<file path="src/rtl/farm_car_detector.sv">
// Farm-road loop conditioner: synchronizes and debounces the inductive loop, counts
// queued vehicles and holds the request c until the queue is served or gapped out.
module farm_car_detector #(
    parameter int DEB_CYC = 4,
    parameter int GAP     = 8,
    parameter int CNT_W   = 3
) (
    input  logic             clk,
    input  logic             rst,
    input  logic             loop_raw,
    input  logic             fg,
    output logic             c,
    output logic [CNT_W-1:0] car_cnt,
    output logic             arrive,
    output logic             depart,
    output logic             sat
);

    typedef enum logic [1:0] {
        ABSENT   = 2'd0,
        RISE_CHK = 2'd1,
        PRESENT  = 2'd2,
        FALL_CHK = 2'd3
    } state_t;

    localparam logic [3:0]       DEB_LAST = 4'(DEB_CYC - 1);
    localparam logic [7:0]       GAP_LAST = 8'(GAP - 1);
    localparam logic [CNT_W-1:0] CNT_MAX  = '1;
    localparam logic [CNT_W-1:0] CNT_ONE  = CNT_W'(1);

    logic       sync1;
    logic       s;
    state_t     state;
    state_t     state_nxt;
    logic [3:0] deb_cnt;
    logic [3:0] deb_nxt;
    logic       arrive_nxt;
    logic       depart_nxt;
    logic [7:0] gap_tmr;
    logic       gap_cond;
    logic       gap_out;

    // Two-flop synchronizer; only s is used past this point.
    // NOTE: sequential state always uses <= so every flop samples pre-edge values.
    always_ff @(posedge clk or posedge rst) begin
        if (rst) begin
            sync1 <= 1'b0;
            s     <= 1'b0;
        end else begin
            sync1 <= loop_raw;
            s     <= sync1;
        end
    end

    always_ff @(posedge clk or posedge rst) begin
        if (rst) begin
            state   <= ABSENT;
            deb_cnt <= 4'd0;
            arrive  <= 1'b0;
            depart  <= 1'b0;
        end else begin
            state   <= state_nxt;
            deb_cnt <= deb_nxt;
            arrive  <= arrive_nxt;
            depart  <= depart_nxt;
        end
    end

    always_comb begin
        // NOTE: defaults first so no branch leaves a variable unassigned (no latches).
        state_nxt  = state;
        deb_nxt    = deb_cnt;
        arrive_nxt = 1'b0;
        depart_nxt = 1'b0;
        case (state)
            ABSENT: begin
                if (s) begin
                    state_nxt = RISE_CHK;
                    deb_nxt   = 4'd1;
                end
            end
            RISE_CHK: begin
                if (!s) begin
                    state_nxt = ABSENT;
                end else if (deb_cnt == DEB_LAST) begin
                    state_nxt  = PRESENT;
                    arrive_nxt = 1'b1;
                end else begin
                    deb_nxt = deb_cnt + 4'd1;
                end
            end
            PRESENT: begin
                if (!s) begin
                    state_nxt = FALL_CHK;
                    deb_nxt   = 4'd1;
                end
            end
            FALL_CHK: begin
                if (s) begin
                    state_nxt = PRESENT;
                end else if (deb_cnt == DEB_LAST) begin
                    state_nxt  = ABSENT;
                    depart_nxt = 1'b1;
                end else begin
                    deb_nxt = deb_cnt + 4'd1;
                end
            end
            default: state_nxt = ABSENT;
        endcase
    end

    // Gap-out only runs while the loop is settled empty and farm green serves a queue.
    assign gap_cond = (state == ABSENT) && fg && (car_cnt != '0);
    assign gap_out  = gap_cond && (gap_tmr == GAP_LAST);

    always_ff @(posedge clk or posedge rst) begin
        if (rst) begin
            gap_tmr <= 8'd0;
        end else if (gap_cond && !gap_out) begin
            gap_tmr <= gap_tmr + 8'd1;
        end else begin
            gap_tmr <= 8'd0;
        end
    end

    // arrive, depart and gap-out are mutually exclusive by construction of the FSM.
    always_ff @(posedge clk or posedge rst) begin
        if (rst) begin
            car_cnt <= '0;
            sat     <= 1'b0;
        end else if (gap_out) begin
            car_cnt <= '0;
            sat     <= 1'b0;
        end else if (arrive_nxt) begin
            if (car_cnt == CNT_MAX) begin
                sat <= 1'b1;
            end else begin
                car_cnt <= car_cnt + CNT_ONE;
            end
        end else if (depart_nxt && fg) begin
            if (car_cnt != '0) begin
                car_cnt <= car_cnt - CNT_ONE;
            end
            if (car_cnt <= CNT_ONE) begin
                sat <= 1'b0;
            end
        end
    end

    always_comb begin
        c = (state == PRESENT) || (state == FALL_CHK) || (car_cnt != '0);
    end

endmodule

</file>
<file path="config.mk">
export PLATFORM = sky130hd
export DESIGN_NAME = farm_car_detector
export DESIGN_NICKNAME = d
export VERILOG_FILES = /design/src/rtl/farm_car_detector.sv
export SDC_FILE = /design/constraint.sdc
export NUM_CORES = 1
export LEC_CHECK = 0
export ABC_AREA = 1
export ABC_CLOCK_PERIOD_IN_PS = 3700
export CORE_MARGIN = 4
export CORE_UTILIZATION = 45
export DETAILED_ROUTE_END_ITERATION = 6
export GPL_TIMING_DRIVEN = 0
export MAX_ROUTING_LAYER = met4
export PLACE_DENSITY = 0.72
export SETUP_SLACK_MARGIN = 0.2
export SLEW_MARGIN = 20
export SYNTH_ARGS = -nofsm -noshare
export SYNTH_HDL_FRONTEND = slang
export SYNTH_SLANG_ARGS = --single-unit
</file>
<file path="constraint.sdc">
create_clock -name clk -period 3.7 [get_ports clk]
set_input_delay 0.37 -clock clk [delete_from_list [all_inputs] [get_ports clk]]
set_output_delay 0.37 -clock clk [all_outputs]
set_load 0.02 [all_outputs]
</file>
==> summary by stage <==
GRT
The overall overflow remaining after global route is 0. The maximum number of pins on one net before global-route repair is 23. The via count of the first global-routing pass is 903. The first global-routing pass estimated 3720 um of wire. The number of antenna violations at the first check in global routing is 0.

The global-route total usage across every layer is 14.2%.

Timing
Timing would allow up to 469 MHz. The number of failing hold endpoints at the final stage came to 0. Summed over all failing endpoints, the final setup total negative slack is 0 ns.

At the pin with the least slew margin, the transition time is 0.817 ns. The minimum clock period is 2.13 ns. Setup repair after global routing left no endpoint under its margin.

The tightest slew margin relative to the limit is 45.5%. Setup slack on the critical path of the routed design comes to 1.57 ns. The setup clock skew after layout is 0.00147 ns. After layout, the worst path uses 57.6% of the clock period. The final max-slew violation count is 0. The number of failing setup endpoints in the final timing report is 0.

Finish
Cells with a size suffix above 1 make up 16.1% of the layout. The diode insertion count for antenna repair is 0. From synthesis to final layout, the design area changed by 13.1%. The number of nets in the final layout is 168. The leading cell type in the layout, fill and taps excluded is nand2_1. The utilization after layout is 54.4%. After routing the design area is 0.00138 mm^2.

The final cell count without fillers is 185. In the layout the commonest cells are nand2_1 (25), dfrtp_1 (22), inv_1 (15), nor2_1 (15), nand3_1 (13).

Clocking
The tree is rooted in a clkbuf_4. Once the clock tree was built, the resizer swapped 0 gates to a different size. TritonCTS created 3 clock buffers. The maximum level of the CTS H-tree is 1.

The clock latency on the worst-skew pair is 0.30 ns. Clock-pin slew was measured on the worst setup and hold paths at 0.11 ns. In this run the post-CTS setup repair buffer count came out at 0. The CTS tree is yes. The maximum buffer depth of the clock tree is 2. For this design, the CTS-stage hold fixing added 0 buffers. Counting every sink on the clock net gives 22.

Worst setup path
STA classifies the critical path endpoint as an output pin. The setup slack of the most critical reg-to-reg path is 2.18 ns. The number of cells on the worst reg-to-reg path is 10. The reg-to-reg endpoint is car_cnt[2]. The critical path endpoint is c.

The element type at the critical path start is a flop. The reg-to-reg critical path startpoint is car_cnt[0]. The highest net fanout along the worst path is 6. The setup path with the least slack is of type flop to output pin.

Tracing the worst setup path back leads to its startpoint at car_cnt[0]. The data required time of the critical path is 3.33 ns. The data arrival time at the worst-slack endpoint is 1.76 ns.

Synthesis
The synthesized design devotes to its leading area cell type 45.0% of total area. The cell area that synthesis handed to floorplanning was 0.00122 mm^2. After technology mapping, the gate count stands at 142. Summing the sequential cell areas from Yosys gives 45.0% of the chip area. The register bit count reported by yosys is 22. In this run, distinct cell masters in the synthesized netlist total 27. In the post-synthesis netlist, the biggest area contributors are dfrtp_1 (45%), nand2_1 (7.7%), ha_1 (7.2%).

The average instance in the mapped netlist occupies 8.62 um^2. The post-synth net total is 153. The count of warnings emitted by yosys is 0. The largest total area in the synthesized netlist belongs to dfrtp_1.

Place
Summed over all nets, the half-perimeter wirelength after detailed placement is 1600 um. The minimum setup slack after placement is 1.91 ns. Buffers placed on the I/O ports in this run total 10. At the end of routability-driven placement, the weighted congestion stood at 0.833.

After detailed placement, the design holds a cell count of 182. After detailed placement, the total cell area comes to 0.00136 mm^2.

Pwr
The share of total power dissipated in the clock network is 12.7%. Cell internal power was estimated by the tool at 482 uW. The analysis attributes to net switching a power of 344 uW. Summed over all cells, the static leakage comes to 0.672 nW.

Sequential cells burn 41.8% of the power. The share of total power in combinational logic is 45.5%. The power per unit of standard cell area is 597 mW/mm^2. The switching fraction of total power is 41.6%. The highest ir drop seen on vdd is 483 uV.

Floorplanning
After floorplanning, the core was divided into 18 placement rows. The count of boundary I/O pins is 11. In this run the vertical extent of the chip is 60.1 um. The area of the placeable core is 0.00254 mm^2. The starting utilization of the core area is 48.1%. The die covers 0.00362 mm^2. The die is 60.1 um wide.

Drt
The total DRC errors in the routed layout is 0. The total wire length after detailed routing is 2050 um. The DRC marker count from the first detailed-route iteration is 19.

The number of vias per cell is 4.94. The post-detailed-route count of antenna-violating nets is 0. The final route contains 913 vias. Dividing the detail-routed wire length by the instance count gives 11.1 um. The number of search-and-repair iterations in the first detailed-routing pass is 4.

Run
Max-cap violations in this run came to 0.

Outcome
The run finished with clean final reports.

Min path
The type of the tightest min-delay check is flop to flop.
## critical path, stage by stage, from the launching register on
cell and delay (ns):
dfrtp_1 0.45, inv_1 0.11, ha_1 0.22, nand3_1 0.08
clkdlybuf4s50_1 0.60
## layer usage
layer	track usage, %	part of all wire (%)
met1	18.2	49
met2	21.6	46
met3	4.75	4.6
met4	3.48	0.59
met5	-	0
## through the flow
step | power (mW) | hold WS (ns)
2_1_floorplan | 0.614 | 0.331
3_3_place_gp | 0.716 | 0.340
3_5_place_dp | 0.730 | 0.346
4_1_cts | 0.837 | 0.373
5_1_grt | 0.905 | 0.388
6_report | 0.826 | 0.366
## power groups by stage
stage                     logic, mW  registers, mW  clock network, mW
final                         0.375          0.345              0.105
after global routing          0.427          0.355              0.122
after CTS                     0.380          0.347              0.110
after detailed placement      0.379          0.351                  0
after global placement        0.366          0.350                  0
after floorplan               0.247          0.367                  0
## how the worst min path moves through the flow
stage	from	cells after the start	to	slack, ns
after detailed placement	sync1	0	s	0.35
after floorplan	sync1	0	s	0.33
after global placement	sync1	0	s	0.34
after global routing	sync1	0	s	0.39
after CTS	sync1	0	s	0.37
final	sync1	0	s	0.37
## flip-flops by register name (all words and copies together) (netlist names), named ones only
name and cells:
s 1, state 1, gap_tmr 8, depart 1, sync1 1, deb_cnt 4, car_cnt 3, sat 1
arrive 1
## cell type report
class | count | area (um^2)
Clock buffer | 3 | 22.5
Sequential cell | 22 | 551
Fill cell | 236 | 1160
Multi-Input combinational cell | 98 | 587
Inverter | 22 | 86.3
Tap cell | 30 | 37.5
Timing Repair Buffer | 10 | 100
## Yosys cell counts, drive strengths merged
cell    instances
a21oi           4
dfrtp          22
o211ai          1
nand3          16
or2             1
ha              7
nor2           21
xor2            2
nor3            2
xnor2           1
nor3b           4
nand4           2
nand2          29
o21ai           8
clkinv          1
inv            21
## cell families (layout without fill, tap and decap cells)
| kind of cell | after synthesis | count (layout) | synth area share [%] |
|---|---|---|---|
| XOR/XNOR | 3 | 3 | 2.15 |
| buffers and inverters | 22 | 35 | 7.05 |
| flip-flops | 22 | 22 | 45.0 |
| AND/OR/NAND/NOR | 75 | 75 | 32.2 |
| adder cells (fa/ha/maj) | 7 | 7 | 7.16 |
| AO/OA/AOI/OAI | 13 | 13 | 6.44 |
Power figures use the tool's default switching activity.
